===== src/rtl/ps2_key_event_sequencer_if.sv =====
// Handshake bundle for ps2_key_event_sequencer: raw PS/2 byte strobe in,
// decoded key events (plus held/overflow status) out.
`timescale 1ns/1ps
interface ps2_key_event_sequencer_if;
    logic [7:0] ps2_key_data;
    logic       ps2_key_pressed;
    logic       evt_valid;
    logic [2:0] evt_code;
    logic       evt_ready;
    logic       enter_held;
    logic       esc_held;
    logic       overflow;

    modport slave (
        input  ps2_key_data, ps2_key_pressed, evt_ready,
        output evt_valid, evt_code, enter_held, esc_held, overflow
    );
    modport master (
        output ps2_key_data, ps2_key_pressed, evt_ready,
        input  evt_valid, evt_code, enter_held, esc_held, overflow
    );
endinterface


===== src/rtl/ps2_key_event_sequencer.sv =====
// PS/2 scancode decoder feeding a first-word-fall-through event FIFO.
// Define PS2_EXT_KEYS_EN to compile in the E0-prefixed keys (UP, DOWN, keypad ENTER).
`timescale 1ns/1ps
module ps2_key_event_sequencer #(
    parameter int FIFO_DEPTH     = 4,
    parameter int PREFIX_TIMEOUT = 2500000
) (
    input  logic CLOCK_50,
    input  logic resetn,
    ps2_key_event_sequencer_if.slave bus
);
    localparam int AW = $clog2(FIFO_DEPTH);
    localparam int TW = $clog2(PREFIX_TIMEOUT + 1);

`ifdef PS2_EXT_KEYS_EN
    typedef enum logic [1:0] {IDLE, BRK, EXT, EXT_BRK} state_t;
`else
    typedef enum logic [1:0] {IDLE, BRK} state_t;
`endif

    state_t          state, nstate;
    logic [TW-1:0]   tcnt;
    logic [7:0]      held;          // indexed by event code; bit 0 never set
    logic [2:0]      mem [FIFO_DEPTH];
    logic [AW-1:0]   wptr, rptr;
    logic [AW:0]     count;
    logic            overflow;
    logic [2:0]      code;
    logic            is_make, is_brk;
    logic            strobe, push, push_ok, pop, full;

    function automatic logic [2:0] map_std(input logic [7:0] b);
        case (b)
            8'h5A:   return 3'd1;
            8'h76:   return 3'd2;
            8'h29:   return 3'd3;
            default: return 3'd0;
        endcase
    endfunction

`ifdef PS2_EXT_KEYS_EN
    function automatic logic [2:0] map_ext(input logic [7:0] b);
        case (b)
            8'h5A:   return 3'd1;
            8'h75:   return 3'd4;
            8'h72:   return 3'd5;
            default: return 3'd0;
        endcase
    endfunction
`endif

    always_comb begin
        nstate  = state;
        code    = 3'd0;
        is_make = 1'b0;
        is_brk  = 1'b0;
        case (state)
            IDLE: begin
                if (bus.ps2_key_data == 8'hF0) nstate = BRK;
`ifdef PS2_EXT_KEYS_EN
                else if (bus.ps2_key_data == 8'hE0) nstate = EXT;
`endif
                else begin
                    code    = map_std(bus.ps2_key_data);
                    is_make = 1'b1;
                end
            end
            BRK: begin
                if (bus.ps2_key_data == 8'hF0) nstate = BRK;
`ifndef PS2_EXT_KEYS_EN
                // without extended keys a stray E0 is simply skipped
                else if (bus.ps2_key_data == 8'hE0) nstate = BRK;
`endif
                else begin
                    code   = map_std(bus.ps2_key_data);
                    is_brk = 1'b1;
                    nstate = IDLE;
                end
            end
`ifdef PS2_EXT_KEYS_EN
            EXT: begin
                if (bus.ps2_key_data == 8'hF0) nstate = EXT_BRK;
                else if (bus.ps2_key_data == 8'hE0) nstate = EXT;
                else begin
                    code    = map_ext(bus.ps2_key_data);
                    is_make = 1'b1;
                    nstate  = IDLE;
                end
            end
            EXT_BRK: begin
                code   = map_ext(bus.ps2_key_data);
                is_brk = 1'b1;
                nstate = IDLE;
            end
`endif
            default: nstate = IDLE;
        endcase
    end

    assign strobe  = bus.ps2_key_pressed;
    assign push    = strobe && is_make && (code != 3'd0) && !held[code];
    assign full    = (count == (AW+1)'(FIFO_DEPTH));
    assign pop     = bus.evt_valid && bus.evt_ready;
    // a full FIFO still accepts a push when the head leaves in the same cycle
    assign push_ok = push && (!full || pop);

    always_ff @(posedge CLOCK_50) begin
        if (!resetn) begin
            state    <= IDLE;
            tcnt     <= '0;
            held     <= '0;
            wptr     <= '0;
            rptr     <= '0;
            count    <= '0;
            overflow <= 1'b0;
        end else begin
            if (strobe) begin
                state <= nstate;
                tcnt  <= '0;
                if (push)        held[code] <= 1'b1;
                else if (is_brk) held[code] <= 1'b0;
            end else if (state != IDLE) begin
                if (tcnt == TW'(PREFIX_TIMEOUT - 1)) begin
                    state <= IDLE;
                    tcnt  <= '0;
                end else begin
                    tcnt <= tcnt + 1'b1;
                end
            end

            if (push_ok) begin
                mem[wptr] <= code;
                wptr      <= wptr + 1'b1;
            end else if (push) begin
                overflow <= 1'b1;
            end
            if (pop) rptr <= rptr + 1'b1;

            case ({push_ok, pop})
                2'b10:   count <= count + 1'b1;
                2'b01:   count <= count - 1'b1;
                default: ;
            endcase
        end
    end

    assign bus.evt_valid  = (count != '0);
    assign bus.evt_code   = bus.evt_valid ? mem[rptr] : 3'd0;
    assign bus.enter_held = held[1];
    assign bus.esc_held   = held[2];
    assign bus.overflow   = overflow;
endmodule


===== src/flat_wrapper.sv =====
// flat-port wrapper written by rule: the top's interface ports become plain ports
module ps2_key_event_sequencer_flat 
#(
    parameter int FIFO_DEPTH     = 4,
    parameter int PREFIX_TIMEOUT = 2500000
)
  (CLOCK_50, resetn, bus_ps2_key_data, bus_ps2_key_pressed, bus_evt_ready, bus_evt_valid, bus_evt_code, bus_enter_held, bus_esc_held, bus_overflow);
  ps2_key_event_sequencer_if bus_i ();
  input  logic CLOCK_50;
  input  logic resetn;
  input wire logic [$bits(bus_i.ps2_key_data)-1:0] bus_ps2_key_data;
  input wire logic [$bits(bus_i.ps2_key_pressed)-1:0] bus_ps2_key_pressed;
  input wire logic [$bits(bus_i.evt_ready)-1:0] bus_evt_ready;
  output wire logic [$bits(bus_i.evt_valid)-1:0] bus_evt_valid;
  output wire logic [$bits(bus_i.evt_code)-1:0] bus_evt_code;
  output wire logic [$bits(bus_i.enter_held)-1:0] bus_enter_held;
  output wire logic [$bits(bus_i.esc_held)-1:0] bus_esc_held;
  output wire logic [$bits(bus_i.overflow)-1:0] bus_overflow;
  assign bus_i.ps2_key_data = bus_ps2_key_data;
  assign bus_i.ps2_key_pressed = bus_ps2_key_pressed;
  assign bus_i.evt_ready = bus_evt_ready;
  assign bus_evt_valid = bus_i.evt_valid;
  assign bus_evt_code = bus_i.evt_code;
  assign bus_enter_held = bus_i.enter_held;
  assign bus_esc_held = bus_i.esc_held;
  assign bus_overflow = bus_i.overflow;
  ps2_key_event_sequencer #(.FIFO_DEPTH(FIFO_DEPTH), .PREFIX_TIMEOUT(PREFIX_TIMEOUT)) u_core (.CLOCK_50(CLOCK_50), .resetn(resetn), .bus(bus_i));
endmodule

===== config.mk =====
export PLATFORM = sky130hd
export DESIGN_NAME = ps2_key_event_sequencer_flat
export DESIGN_NICKNAME = d
export VERILOG_FILES = /design/src/rtl/ps2_key_event_sequencer_if.sv /design/src/rtl/ps2_key_event_sequencer.sv /design/src/flat_wrapper.sv
export SDC_FILE = /design/constraint.sdc
export NUM_CORES = 1
export LEC_CHECK = 0
export BUFFER_PORTS_ARGS = -buffer_cell sky130_fd_sc_hd__buf_2
export CAP_MARGIN = 10
export CORE_ASPECT_RATIO = 0.75
export CORE_MARGIN = 3
export CORE_UTILIZATION = 47
export DETAILED_ROUTE_END_ITERATION = 10
export GPL_TIMING_DRIVEN = 0
export PLACE_DENSITY = 0.64
export SLEW_MARGIN = 20
export SYNTH_ARGS = -nofsm -noshare
export SYNTH_HDL_FRONTEND = slang
export SYNTH_SLANG_ARGS = --single-unit
export TNS_END_PERCENT = 50

===== constraint.sdc =====
create_clock -name CLOCK_50 -period 2.45 [get_ports CLOCK_50]
set_input_delay 0 -clock CLOCK_50 [delete_from_list [all_inputs] [get_ports CLOCK_50]]
set_output_delay 0 -clock CLOCK_50 [all_outputs]
set_load 0.1 [all_outputs]

Word level (Yosys, flattened, before mapping)
Memories as Yosys holds them, arrays and structs flattened. A register that Yosys moved wholly into a read port is not among the register bits.
Cells that the tools add are included.

word-level totals
  bits in registers = 40
  latch bits = 0
  RAM bits = 12
  ROM bits = 0
  input bits = 12
  output and inout port bits = 7
  logic and storage cells = 83
  memories = 1

operators by class
  $add $sub $neg = 5
  multiply operators = 0
  div/mod/pow operators = 0
  order comparisons = 2
  eq/ne operators = 11
  shift operators = 0
  multiplexer cells = 31
  bitwise operators = 5
  reduce and logical (&&, ||, !) cells = 21

memories
  memory      words  width  read ports  clocked after memory_dff  write ports  RTL line                       text
  u_core.mem  4      3      1           1                         1            ps2_key_event_sequencer.sv:24  logic [2:0] mem [FIFO_DEPTH];

operator list
  cell                                                                    number
  22-bit by 1-bit adder with 22-bit output (second input constant)        1
  22-bit equality test (second input constant)                            1
  22-bit 2-to-1 mux                                                       1
  8-bit by 7-bit equality test with 1-bit output (second input constant)  2
  8-bit equality test (second input constant)                             2
  8-bit 2-to-1 mux                                                        2
  2-bit 2-to-1 mux                                                        7
  3-bit 2-to-1 mux                                                        4
  3-bit case mux with 2 select lines                                      2
  1-bit 2-to-1 mux                                                        11
  2-bit nonzero test                                                      5
  8-bit bitwise AND                                                       1
  8-bit by 6-bit equality test with 1-bit output (second input constant)  1
  8-bit inverter                                                          1
  8-bit OR                                                                1
  1-bit logical AND                                                       6
  2-bit case mux with 3 select lines                                      1
  3-bit nonzero test                                                      2
  2-bit by 1-bit adder with 2-bit output (second input constant)          2
  2-bit by 1-bit equality test with 1-bit output (second input constant)  2
  3-bit by 4-bit < comparator with 1-bit output (second input constant)   1
  2-bit case mux with 2 select lines                                      1
  2-bit AND reduction                                                     2
  3-bit by 1-bit adder with 3-bit output (second input constant)          1
  13 further kinds                                                        15

Logic depth before layout (Yosys ltp)
Gate-level depths: netlist of run 1.

  depth after elaboration = 13
  depth in mapped cells = 9
  depth with buffers taken out = 9

Least setup slack after synthesis of run 1
Ideal clock, no wire load.

  path kind = register to register
  start = reg with a tool-made name
  end = reg u_core.count[2]
  library setup time = 0.072 ns
  arrival = 2.631 ns
  slack = -0.253 ns
  cell stages (with the launch flop) = 9
  clock period less this slack = 2.703 ns
  cells stage by stage = dfxtp_1 -> and4b_1 -> o2111a_1 -> a2111oi_4 -> a21oi_1 -> inv_1 -> fa_1 -> a22oi_1 -> mux2i_1

RTL lines
  element                 RTL line                        text
  end signal: assignment  ps2_key_event_sequencer.sv:140  2'b10: count <= count + 1'b1;
  end signal: assignment  ps2_key_event_sequencer.sv:141  2'b01: count <= count - 1'b1;
  end: declaration        ps2_key_event_sequencer.sv:26   logic [AW:0] count;

Worst setup path after layout of run 1
  start = reg u_core.tcnt[0]
  end = reg u_core.tcnt[0]

on the way
  word-level cells in the longest chain between the ends = 2

ends and longest elaborated chain
  element                                                                           RTL line                                                        text
  start: declaration                                                                ps2_key_event_sequencer.sv:22                                   logic [TW-1:0] tcnt;
  start signal: assignment                                                          ps2_key_event_sequencer.sv:127                                  tcnt <= tcnt + 1'b1;
  22-bit by 1-bit adder with 22-bit output or 22-bit equality test (tied branches)  ps2_key_event_sequencer.sv:127, ps2_key_event_sequencer.sv:123
  22-bit 2-to-1 mux *                                                               ps2_key_event_sequencer.sv:123                                  if (tcnt == TW'(PREFIX_TIMEOUT - 1)) begin

Mark *: on every way between the ends. The rest lies on a longest branch, timed or not.
A chain may end at the register's enable or synchronous reset.

==> results of run 1 <==
## worst max-delay path, cell delays in order (launching register included)
cell	delay, ns
sky130_fd_sc_hd__dfxtp_1	0.42
sky130_fd_sc_hd__ha_2	0.24
sky130_fd_sc_hd__nand4_1	0.15
sky130_fd_sc_hd__or4b_1	0.59
sky130_fd_sc_hd__nor4_4	0.32
sky130_fd_sc_hd__a21o_1	0.20
sky130_fd_sc_hd__buf_4	0.18
sky130_fd_sc_hd__nor2_1	0.06
## path summary, 6_finish.rpt
check                                         start                   to  slack (ns)  cells past startpoint
worst max-delay path                 u_core.tcnt[0]       u_core.tcnt[0]        0.19                      7
worst min-delay path                         resetn      u_core.count[2]       0.006                      3
worst min register to register  u_core.bus.overflow  u_core.bus.overflow        0.48                      1
worst max register to register       u_core.tcnt[0]       u_core.tcnt[0]        0.19                      7
## synthesized netlist by cell type (all sizes together) (5+ instances only)
master	n
buf	5
dfxtp	36
inv	7
xor2	13
and3	6
nand2	23
xnor2	12
nand3	6
nor2	39
edfxtp	8
nand4	11
ha	5
## per-stage QoR
stage / setup slack (ns) / std cells / utilization (%) / hold slack, ns / area (µm²)
2_1_floorplan: 0.0319 / 227 / - / 0.151 / 2170
3_3_place_gp: 0.0525 / 299 / 54.9 / 0.305 / 2320
3_5_place_dp: 0.0304 / 299 / 54.9 / 0.313 / 2320
4_1_cts: 0.0195 / 307 / 56.9 / 0.00449 / 2410
5_1_grt: 0.0192 / 307 / 57.3 / 0.0366 / 2420
6_report: 0.186 / 307 / 57.3 / 0.00601 / 2420
## cells by family after synthesis
family | count (synthesis)
buffers and inverters | 15
XOR/XNOR | 25
multiplexers | 6
flip-flops | 44
AO/OA/AOI/OAI | 17
AND/OR/NAND/NOR | 113
adder cells (fa/ha/maj) | 6
other | 1
## final cells by class
class                      instances  share of cell area (%)
clock buffer                       6                    2.99
inverter                           8                    1.24
buffer                             7                    1.91
clock inverter                     2                   0.516
sequential                        44                    39.7
timing repair buffer              17                    3.51
multi-input combinational        168                    47.3
tap                               55                    2.84
## layer usage
metal | track usage (%) | vias to the layer above | wire, µm
met1 | 24.9 | 733 | 2280
met4 | 5.34 | 0 | 41
li1 | - | 832 | -
met5 | 0 | - | 0
met3 | 3.81 | 5 | 158
met2 | 22.0 | 36 | 1480
## report_power, final
group / switching [W] / internal (W) / leakage [nW]
registers: 0.0000159 / 0.000751 / 0.357
clock network: 0.000241 / 0.000199 / 0.0412
logic: 0.000169 / 0.0000790 / 0.492
## timing repair
item,in CTS,in global routing
endpoints found under the hold margin,0,0
gates resized for setup,0,3
setup endpoints to repair,0,21
==> run_summary.xml, run 1 <==
<?xml version="1.0" encoding="UTF-8"?>
<metrics>
  <group name="status">
    <metric name="outcome" unit="">complete, no violations</metric>
  </group>
  <group name="synthesis">
    <metric name="synth_top_family_by_area" unit="">simple AND/OR/NAND/NOR gates</metric>
    <metric name="seq_area_frac_synth" unit="%">44.3</metric>
    <metric name="syn-num-nets" unit="">245</metric>
    <metric name="synth.area.top_cells" unit="">sky130_fd_sc_hd__dfxtp_1 33%, sky130_fd_sc_hd__edfxtp_1 11%, sky130_fd_sc_hd__nor2_1 6.8%</metric>
    <metric name="syn-mean-instance-area" unit="µm²">9.55</metric>
    <metric name="yosysTopAreaCell" unit="">sky130_fd_sc_hd__dfxtp_1</metric>
    <metric name="yosys.cell_types.count" unit="">51</metric>
    <metric name="synth_simple_gate_area_share" unit="%">27.4</metric>
    <metric name="post_synth_xor_area_fraction" unit="%">10.1</metric>
    <metric name="ys_dominant_reg_cell" unit="">sky130_fd_sc_hd__dfxtp_1</metric>
    <metric name="synthCells" unit="">227</metric>
    <metric name="yosys.area.top_type_share" unit="%">33.3</metric>
    <metric name="combined_area_of_all_synthesized_cells" unit="mm²">0.00217</metric>
    <metric name="synth-seq-cells" unit="">44</metric>
    <metric name="synth-adder-area-share" unit="%">3.81</metric>
    <metric name="synth_compound_gate_area_share" unit="%">6.70</metric>
    <metric name="synth_edf_count" unit="">8</metric>
    <metric name="synth-async-reset-ratio" unit="%">0</metric>
    <metric name="yosys_warnings" unit="">0</metric>
    <metric name="multiplexer_share_of_the_synthesized_area" unit="%">3.93</metric>
  </group>
  <group name="route">
    <metric name="route.detailed.vias_per_inst" unit="">5.23</metric>
    <metric name="avgRoutedWirePerCell" unit="µm">12.9</metric>
    <metric name="route.vias.total" unit="">1606</metric>
    <metric name="drt_first_pass_iters" unit="">4</metric>
    <metric name="drt_iter0_markers" unit="">78</metric>
    <metric name="detail_route.wirelength" unit="µm">3960</metric>
    <metric name="route.antenna.remaining_nets" unit="">0</metric>
    <metric name="route.detailed.drc" unit="">0</metric>
  </group>
  <group name="finish">
    <metric name="fillerInstances" unit="">392</metric>
    <metric name="final_common_cell" unit="">sky130_fd_sc_hd__nor2_1</metric>
    <metric name="seq_area" unit="µm²">962</metric>
    <metric name="diodes" unit="">0</metric>
    <metric name="most-common-layout-cells" unit="">39 x sky130_fd_sc_hd__nor2_1, 35 x sky130_fd_sc_hd__dfxtp_1, 23 x sky130_fd_sc_hd__nand2_1</metric>
    <metric name="final_nets" unit="">269</metric>
    <metric name="drive_gt1_share" unit="%">18.3</metric>
    <metric name="flow.area_growth_from_synthesis" unit="%">11.9</metric>
    <metric name="multi_input_area" unit="mm²">0.00115</metric>
  </group>
  <group name="worst_setup_path">
    <metric name="setup.worst_path.start_class" unit="">flop</metric>
    <metric name="arrival" unit="ns">2.45</metric>
    <metric name="timing.setup.critical_path_class" unit="">flop to flop</metric>
    <metric name="critical_path.max_fanout" unit="">10</metric>
    <metric name="setup.worst_path.end_class" unit="">flop</metric>
    <metric name="critPathRequiredTime" unit="ns">2.64</metric>
  </group>
  <group name="floorplanning">
    <metric name="core.rowCount" unit="">20</metric>
    <metric name="fp.coreArea" unit="mm²">0.00423</metric>
    <metric name="ioPinCount" unit="">19</metric>
    <metric name="die_height" unit="µm">64.8</metric>
    <metric name="initial_core_util" unit="%">51.2</metric>
    <metric name="floorplan.die_area" unit="mm²">0.00547</metric>
    <metric name="chipWidth" unit="µm">84.4</metric>
  </group>
  <group name="clock_network">
    <metric name="cts-buffers-inserted" unit="">5</metric>
    <metric name="root_buffer" unit="">sky130_fd_sc_hd__clkbuf_8</metric>
    <metric name="clkLatencyLatePin" unit="ns">0.29</metric>
    <metric name="cts_tree" unit="">built</metric>
    <metric name="clock-sinks" unit="">44</metric>
    <metric name="clkSlewWorstSetupHoldPaths" unit="ns">0.08</metric>
    <metric name="h-tree-depth" unit="">2</metric>
    <metric name="cts_hold_buffers" unit="">0</metric>
    <metric name="post_cts_buffers" unit="">0</metric>
    <metric name="max-clock-path-buffers" unit="">2</metric>
  </group>
  <group name="pwr">
    <metric name="power.leakage" unit="nW">0.890</metric>
    <metric name="irDropWorstVdd" unit="mV">0.437</metric>
    <metric name="power_density" unit="mW/mm²">600</metric>
    <metric name="pnr_total_power" unit="W">0.00145</metric>
  </group>
  <group name="global_route">
    <metric name="grtUsageTotal" unit="%">16.2</metric>
    <metric name="first_global_vias" unit="">1532</metric>
    <metric name="antenna_violations_before_repair" unit="">0</metric>
    <metric name="grt-ovfl-total" unit="">0</metric>
    <metric name="grt_first_pass_wirelength" unit="µm">7040</metric>
    <metric name="grt_start_max_net_pins" unit="">15</metric>
  </group>
  <group name="sta">
    <metric name="finalSetupViolCount" unit="">0</metric>
    <metric name="fin_crit_sh" unit="%">92.4</metric>
    <metric name="rsz0062_at_grt" unit="">no</metric>
    <metric name="period_minus_slack" unit="ns">2.26</metric>
    <metric name="worst_clock_skew" unit="ns">0.00658</metric>
    <metric name="slew_viol_final" unit="">0</metric>
    <metric name="setup-tns-final" unit="ns">0</metric>
    <metric name="final-hold-violation-count" unit="">0</metric>
    <metric name="fmax" unit="GHz">0.442</metric>
  </group>
  <group name="placed_design">
    <metric name="place.port_buffers" unit="">17</metric>
    <metric name="detailed_place_hpwl" unit="µm">3030</metric>
    <metric name="gp_routability_congestion" unit="">0.774</metric>
  </group>
  <group name="job">
    <metric name="drv_cap" unit="">0</metric>
  </group>
  <group name="hold_path">
    <metric name="min_path_type" unit="">input pin to flop</metric>
  </group>
</metrics>
Note: power is estimated with default switching activity, not from simulation.
==> inputs of run 2 (changes only) <==
--- a/config.mk
+++ b/config.mk
@@ -9,10 +9,10 @@
 export CAP_MARGIN = 10
 export CORE_ASPECT_RATIO = 0.75
 export CORE_MARGIN = 3
-export CORE_UTILIZATION = 47
+export CORE_UTILIZATION = 30
 export DETAILED_ROUTE_END_ITERATION = 10
 export GPL_TIMING_DRIVEN = 0
-export PLACE_DENSITY = 0.64
+export PLACE_DENSITY = 0.45
 export SLEW_MARGIN = 20
 export SYNTH_ARGS = -nofsm -noshare
 export SYNTH_HDL_FRONTEND = slang
==> run 2 against run 1 <==
Compared with the run above: clock power is 12% higher; via count is 3.7% lower; clock skew is 0.0028 ns lower; non-clock buffer count is 1 higher; count of clock-buffer cells in the layout is 2 higher; critical path depth stayed put; first-iteration DRC count is 15% lower.
==> run_summary.xml, run 2 (synthesized netlist as in run 1, its figures left out) <==
<?xml version="1.0" encoding="UTF-8"?>
<metrics>
  <group name="global_route">
    <metric name="first_global_vias" unit="">1592</metric>
    <metric name="grt_start_max_net_pins" unit="">14</metric>
    <metric name="antenna_violations_before_repair" unit="">0</metric>
    <metric name="grt-ovfl-total" unit="">0</metric>
    <metric name="grtUsageTotal" unit="%">11.4</metric>
    <metric name="grt_first_pass_wirelength" unit="µm">7600</metric>
  </group>
  <group name="sta">
    <metric name="worst_clock_skew" unit="ns">0.00382</metric>
    <metric name="fin_crit_sh" unit="%">93.3</metric>
    <metric name="finalSetupViolCount" unit="">0</metric>
    <metric name="setup-tns-final" unit="ns">0</metric>
    <metric name="period_minus_slack" unit="ns">2.29</metric>
    <metric name="final-hold-violation-count" unit="">0</metric>
    <metric name="slew_viol_final" unit="">0</metric>
    <metric name="fmax" unit="GHz">0.437</metric>
    <metric name="rsz0062_at_grt" unit="">no</metric>
  </group>
  <group name="floorplanning">
    <metric name="initial_core_util" unit="%">31.4</metric>
    <metric name="ioPinCount" unit="">19</metric>
    <metric name="chipWidth" unit="µm">104</metric>
    <metric name="fp.coreArea" unit="mm²">0.00690</metric>
    <metric name="die_height" unit="µm">79.6</metric>
    <metric name="core.rowCount" unit="">26</metric>
    <metric name="floorplan.die_area" unit="mm²">0.00829</metric>
  </group>
  <group name="clock_network">
    <metric name="max-clock-path-buffers" unit="">2</metric>
    <metric name="clkSlewWorstSetupHoldPaths" unit="ns">0.08</metric>
    <metric name="root_buffer" unit="">sky130_fd_sc_hd__clkbuf_8</metric>
    <metric name="h-tree-depth" unit="">2</metric>
    <metric name="clkLatencyLatePin" unit="ns">0.29</metric>
    <metric name="clock-sinks" unit="">44</metric>
    <metric name="cts-buffers-inserted" unit="">5</metric>
    <metric name="cts_tree" unit="">built</metric>
    <metric name="post_cts_buffers" unit="">0</metric>
  </group>
  <group name="worst_setup_path">
    <metric name="critical_path.max_fanout" unit="">5</metric>
    <metric name="setup.worst_path.start_class" unit="">flop</metric>
    <metric name="setup.worst_path.end_class" unit="">flop</metric>
    <metric name="timing.setup.critical_path_class" unit="">flop to flop</metric>
    <metric name="arrival" unit="ns">2.49</metric>
    <metric name="critPathRequiredTime" unit="ns">2.66</metric>
  </group>
  <group name="route">
    <metric name="drt_first_pass_iters" unit="">4</metric>
    <metric name="drt_iter0_markers" unit="">66</metric>
    <metric name="avgRoutedWirePerCell" unit="µm">12.3</metric>
    <metric name="route.antenna.remaining_nets" unit="">0</metric>
    <metric name="route.detailed.drc" unit="">0</metric>
    <metric name="route.vias.total" unit="">1546</metric>
    <metric name="route.detailed.vias_per_inst" unit="">4.40</metric>
    <metric name="detail_route.wirelength" unit="µm">4310</metric>
  </group>
  <group name="finish">
    <metric name="flow.area_growth_from_synthesis" unit="%">15.4</metric>
    <metric name="final_nets" unit="">270</metric>
    <metric name="final_common_cell" unit="">sky130_fd_sc_hd__nor2_1</metric>
    <metric name="diodes" unit="">0</metric>
    <metric name="drive_gt1_share" unit="%">17.8</metric>
    <metric name="fillerInstances" unit="">736</metric>
    <metric name="most-common-layout-cells" unit="">39 x sky130_fd_sc_hd__nor2_1, 35 x sky130_fd_sc_hd__dfxtp_1, 23 x sky130_fd_sc_hd__nand2_1</metric>
    <metric name="final_core_utilization" unit="%">36.3</metric>
  </group>
  <group name="job">
    <metric name="drv_cap" unit="">0</metric>
  </group>
  <group name="status">
    <metric name="outcome" unit="">complete, no violations</metric>
  </group>
  <group name="pwr">
    <metric name="power.leakage" unit="nW">0.908</metric>
    <metric name="irDropWorstVdd" unit="mV">0.264</metric>
    <metric name="power_density" unit="mW/mm²">602</metric>
  </group>
  <group name="placed_design">
    <metric name="place.port_buffers" unit="">17</metric>
    <metric name="detailed_place_hpwl" unit="µm">3260</metric>
    <metric name="gp_routability_congestion" unit="">0.700</metric>
  </group>
  <group name="hold_path">
    <metric name="min_path_type" unit="">input pin to flop</metric>
  </group>
</metrics>
[run 2: changes by cell type in the layout (fill, tap and decap cells not counted), sizes merged]
cell         change
dlygate4sd3      +1
clkinv           -1
clkinvlp         -1
clkbuf           +2
[run 2: layer usage]
metal / wire, µm / track usage, % / vias up / part of all wire (%)
li1: - / - / 836 / -
met1: 2490 / 16.7 / 684 / 58
met2: 1630 / 16.1 / 21 / 38
met3: 143 / 3.40 / 5 / 3.3
met4: 50 / 3.19 / 0 / 1.2
met5: 0 / 0 / - / 0
[run 2: metrics by stage]
stage	area, µm²	worst slack (ns)	cells	power, W	hold WS [ns]
finish	2500	0.164	351	0.00151	0.0198
global route	2500	0.00444	351	0.00159	0.0241
CTS	2490	0.0108	351	0.00154	0.00148
detailed placement	2380	0.0283	342	0.00103	0.309
global placement	2380	0.0142	342	0.00103	0.305
floorplan	2170	0.0319	227	0.000979	0.151
[run 2: worst paths after layout]
check / from / to / slack [ns] / depth (start not counted)
worst max-delay path: flop / u_core.count[1] / 0.16 / 7
worst min-delay path: bus_ps2_key_data[4] / u_core.state[0] / 0.02 / 3
worst max register to register: flop / u_core.count[1] / 0.16 / 7
worst min register to register: u_core.bus.overflow / u_core.bus.overflow / 0.46 / 1
[run 2: area by class of cell]
| type | count | area (µm²) | area share, % |
|---|---|---|---|
| plain buffers | 7 | 46.3 | 1.85 |
| clock buffers | 8 | 100 | 4.00 |
| inverters | 8 | 30.0 | 1.20 |
| multi-input cells | 168 | 1140 | 45.8 |
| flip-flops and latches | 44 | 962 | 38.5 |
| well taps | 98 | 123 | 4.90 |
| repair buffers | 18 | 95.1 | 3.80 |
[run 2: timing repair]
item / CTS / global route
gates resized for setup: 0 / 2
setup endpoints to repair: 0 / 21
hold buffers: 1 / 0
hold endpoints to repair: 2 / 0
[run 2: power by group]
part	switching, W	leakage (nW)	internal (W)
clock network	0.000234	0.0515	0.000257
logic	0.000168	0.499	0.0000801
registers	0.0000149	0.357	0.000751
[run 2: worst max-delay path: stages (launching register included)]
cell,delay (ns)
sky130_fd_sc_hd__dfxtp_2,0.33
sky130_fd_sc_hd__and4b_1,0.18
sky130_fd_sc_hd__o2111a_1,0.27
sky130_fd_sc_hd__a2111oi_4,0.45
sky130_fd_sc_hd__a21oi_1,0.22
sky130_fd_sc_hd__inv_1,0.11
sky130_fd_sc_hd__fa_1,0.42
sky130_fd_sc_hd__o32ai_2,0.24
==> inputs of run 3 (changes only) <==
--- a/config.mk
+++ b/config.mk
@@ -7,12 +7,13 @@
 export LEC_CHECK = 0
 export BUFFER_PORTS_ARGS = -buffer_cell sky130_fd_sc_hd__buf_2
 export CAP_MARGIN = 10
-export CORE_ASPECT_RATIO = 0.75
 export CORE_MARGIN = 3
 export CORE_UTILIZATION = 30
+export CTS_CLUSTER_SIZE = 16
 export DETAILED_ROUTE_END_ITERATION = 10
 export GPL_TIMING_DRIVEN = 0
 export PLACE_DENSITY = 0.45
+export SETUP_SLACK_MARGIN = 0.2
 export SLEW_MARGIN = 20
 export SYNTH_ARGS = -nofsm -noshare
 export SYNTH_HDL_FRONTEND = slang
==> run 3 against run 2 <==
Compared with the run above: register-to-register slack improved by 0.21 ns; largest power group unchanged; via count increased by 2.3%; maximum frequency increased by 10%; worst setup slack improved by 0.21 ns; critical endpoint unchanged; sequential cell count unchanged; clock skew about the same; routed wire length decreased by 3.1%; count of clock-buffer cells in the layout decreased by 3; combinational power about the same; clock power increased by 8.7%; design area increased by 0.75%; sequential power about the same.
==> run_summary.xml, run 3 (synthesized netlist as in run 1, its figures left out) <==
<?xml version="1.0" encoding="UTF-8"?>
<metrics>
  <group name="status">
    <metric name="outcome" unit="">complete, no violations</metric>
  </group>
  <group name="clock_network">
    <metric name="max-clock-path-buffers" unit="">2</metric>
    <metric name="h-tree-depth" unit="">2</metric>
    <metric name="clkSlewWorstSetupHoldPaths" unit="ns">0.08</metric>
    <metric name="clkLatencyLatePin" unit="ns">0.29</metric>
    <metric name="cts_tree" unit="">built</metric>
    <metric name="cts-buffers-inserted" unit="">5</metric>
    <metric name="cts_hold_buffers" unit="">0</metric>
    <metric name="clock-sinks" unit="">44</metric>
    <metric name="root_buffer" unit="">sky130_fd_sc_hd__clkbuf_8</metric>
  </group>
  <group name="finish">
    <metric name="drive_gt1_share" unit="%">20.2</metric>
    <metric name="final_core_utilization" unit="%">36.5</metric>
    <metric name="diodes" unit="">0</metric>
    <metric name="flow.area_growth_from_synthesis" unit="%">16.3</metric>
    <metric name="finalInstanceArea" unit="mm²">0.00252</metric>
    <metric name="final_nets" unit="">269</metric>
    <metric name="final_instance_count_excl_fillers" unit="">348</metric>
    <metric name="final_common_cell" unit="">sky130_fd_sc_hd__nor2_1</metric>
    <metric name="most-common-layout-cells" unit="">39 x sky130_fd_sc_hd__nor2_1, 32 x sky130_fd_sc_hd__dfxtp_1, 23 x sky130_fd_sc_hd__nand2_1</metric>
  </group>
  <group name="global_route">
    <metric name="grt-ovfl-total" unit="">0</metric>
    <metric name="grt_first_pass_wirelength" unit="µm">7370</metric>
    <metric name="grtUsageTotal" unit="%">11.0</metric>
    <metric name="grt_start_max_net_pins" unit="">14</metric>
    <metric name="first_global_vias" unit="">1615</metric>
    <metric name="antenna_violations_before_repair" unit="">0</metric>
  </group>
  <group name="placed_design">
    <metric name="detailed_place_hpwl" unit="µm">3150</metric>
    <metric name="place.port_buffers" unit="">17</metric>
    <metric name="pre_cts_slack" unit="ns">0.0664</metric>
    <metric name="dpl.cell_count" unit="">340</metric>
    <metric name="postPlaceCellArea" unit="mm²">0.00238</metric>
    <metric name="gp_routability_congestion" unit="">0.762</metric>
  </group>
  <group name="route">
    <metric name="route.detailed.vias_per_inst" unit="">4.54</metric>
    <metric name="route.detailed.drc" unit="">0</metric>
    <metric name="detail_route.wirelength" unit="µm">4180</metric>
    <metric name="avgRoutedWirePerCell" unit="µm">12.0</metric>
    <metric name="drt_iter0_markers" unit="">38</metric>
    <metric name="drt_first_pass_iters" unit="">4</metric>
    <metric name="route.vias.total" unit="">1581</metric>
    <metric name="route.antenna.remaining_nets" unit="">0</metric>
  </group>
  <group name="worst_setup_path">
    <metric name="worstReg2RegEnd" unit="">u_core.count[1]</metric>
    <metric name="worst_r2r_path_depth" unit="">7</metric>
    <metric name="path_buf_inv" unit="">1</metric>
    <metric name="r2r_slack" unit="ns">0.37</metric>
    <metric name="slowest_library_cell_on_the_worst_path" unit="">sky130_fd_sc_hd__fa_1</metric>
    <metric name="critPathRequiredTime" unit="ns">2.66</metric>
    <metric name="crit_chain" unit="">and4b_1 -&gt; o2111a_1 -&gt; a2111oi_4 -&gt; a21oi_2 -&gt; inv_1 -&gt; fa_1 -&gt; o32ai_2</metric>
    <metric name="timing.setup.critical_path_class" unit="">flop to flop</metric>
    <metric name="arrival" unit="ns">2.28</metric>
    <metric name="setup.worst_path.end_class" unit="">flop</metric>
    <metric name="worst_path_largest_cell_delay" unit="ns">0.42</metric>
    <metric name="cpLargestDelayFamily" unit="">compound AO/OA/AOI/OAI gates</metric>
    <metric name="critical_path.max_fanout" unit="">5</metric>
    <metric name="setup.worst_path.start_class" unit="">flop</metric>
  </group>
  <group name="hold_path">
    <metric name="holdCritStartpoint" unit="">resetn</metric>
    <metric name="min_path_type" unit="">input pin to flop</metric>
    <metric name="worst_hold_path.num_cells" unit="">3</metric>
    <metric name="min_to" unit="">u_core.count[2]</metric>
  </group>
  <group name="floorplanning">
    <metric name="die_height" unit="µm">91.0</metric>
    <metric name="core.rowCount" unit="">30</metric>
    <metric name="initial_core_util" unit="%">31.4</metric>
    <metric name="fp.coreArea" unit="mm²">0.00691</metric>
    <metric name="chipWidth" unit="µm">91.0</metric>
    <metric name="ioPinCount" unit="">19</metric>
    <metric name="floorplan.die_area" unit="mm²">0.00828</metric>
  </group>
  <group name="sta">
    <metric name="final-hold-violation-count" unit="">0</metric>
    <metric name="fmax" unit="GHz">0.482</metric>
    <metric name="setup-tns-final" unit="ns">0</metric>
    <metric name="finalSetupViolCount" unit="">0</metric>
    <metric name="rsz0062_at_grt" unit="">no</metric>
    <metric name="timing.final.ws_setup" unit="ns">0.375</metric>
    <metric name="worst_clock_skew" unit="ns">0.00395</metric>
    <metric name="fin_crit_sh" unit="%">84.7</metric>
    <metric name="period_minus_slack" unit="ns">2.08</metric>
    <metric name="slew_viol_final" unit="">0</metric>
  </group>
  <group name="pwr">
    <metric name="power_density" unit="mW/mm²">614</metric>
    <metric name="power.leakage" unit="nW">0.907</metric>
    <metric name="irDropWorstVdd" unit="mV">0.226</metric>
  </group>
  <group name="job">
    <metric name="drv_cap" unit="">0</metric>
  </group>
</metrics>
==> run 3: cell count changes in the layout (fill, tap and decap cells not counted), sizes merged <==
cell / previous run / this run
bufinv: 0 / 1
clkinv: 1 / 3
clkbuf: 10 / 7
dlygate4sd3: 1 / 0
==> run 3: tightest hold or removal path, delay by kind of cell <==
kind | cells | cell delay (ns)
simple gates | 1 | 0.07
buf+inv | 1 | 0.13
mux | 1 | 0.06
==> run 3: metal layers <==
layer / vias to the layer above / wire length, µm / global-route usage [%]
li1: 831 / - / -
met1: 734 / 1940 / 12.8
met2: 11 / 2090 / 19.7
met3: 5 / 100 / 2.73
met4: 0 / 48 / 3.77
met5: - / 0 / 0
==> run 3: worst max path at each step <==
stage                               from         endpoint  slack [ns]  depth (start not counted)
after CTS                 u_core.tcnt[1]  u_core.tcnt[20]        0.22                          7
after floorplan                     flop  u_core.count[1]        0.22                          7
after global routing                flop  u_core.count[1]        0.26                          7
after global placement    u_core.tcnt[0]  u_core.tcnt[14]        0.04                          7
after detailed placement  u_core.tcnt[0]  u_core.tcnt[20]        0.07                          7
final                               flop  u_core.count[1]        0.37                          7
==> run 3: cell type report <==
type	count	area [µm²]
fill	756	4390
inverter	8	30.0
clock buffer	5	68.8
buffer	7	53.8
clock inverter	3	37.5
tap	96	120
multi-input combinational	168	1160
sequential	44	968
timing repair buffer	17	85.1
==> run 3: stage by stage <==
stage	total power [W]	hold slack (ns)
after global routing	0.00163	0.0425
after floorplan	0.000982	0.151
after global placement	0.00103	0.312
after detailed placement	0.00103	0.321
after CTS	0.00158	0.000230
final	0.00155	0.00586
==> run 3: timing repair <==
item,in CTS,in global routing
pin swaps,0,3
setup buffers,0,0
resized for setup,4,4
setup endpoints to repair,21,22
==> run 3: report_power, final <==
part	total [W]	switching, W	leakage, nW	internal [W]
Combinational	0.000247	0.000164	0.496	0.0000823
Clock	0.000535	0.000238	0.0532	0.000297
Sequential	0.000766	0.0000157	0.359	0.000750
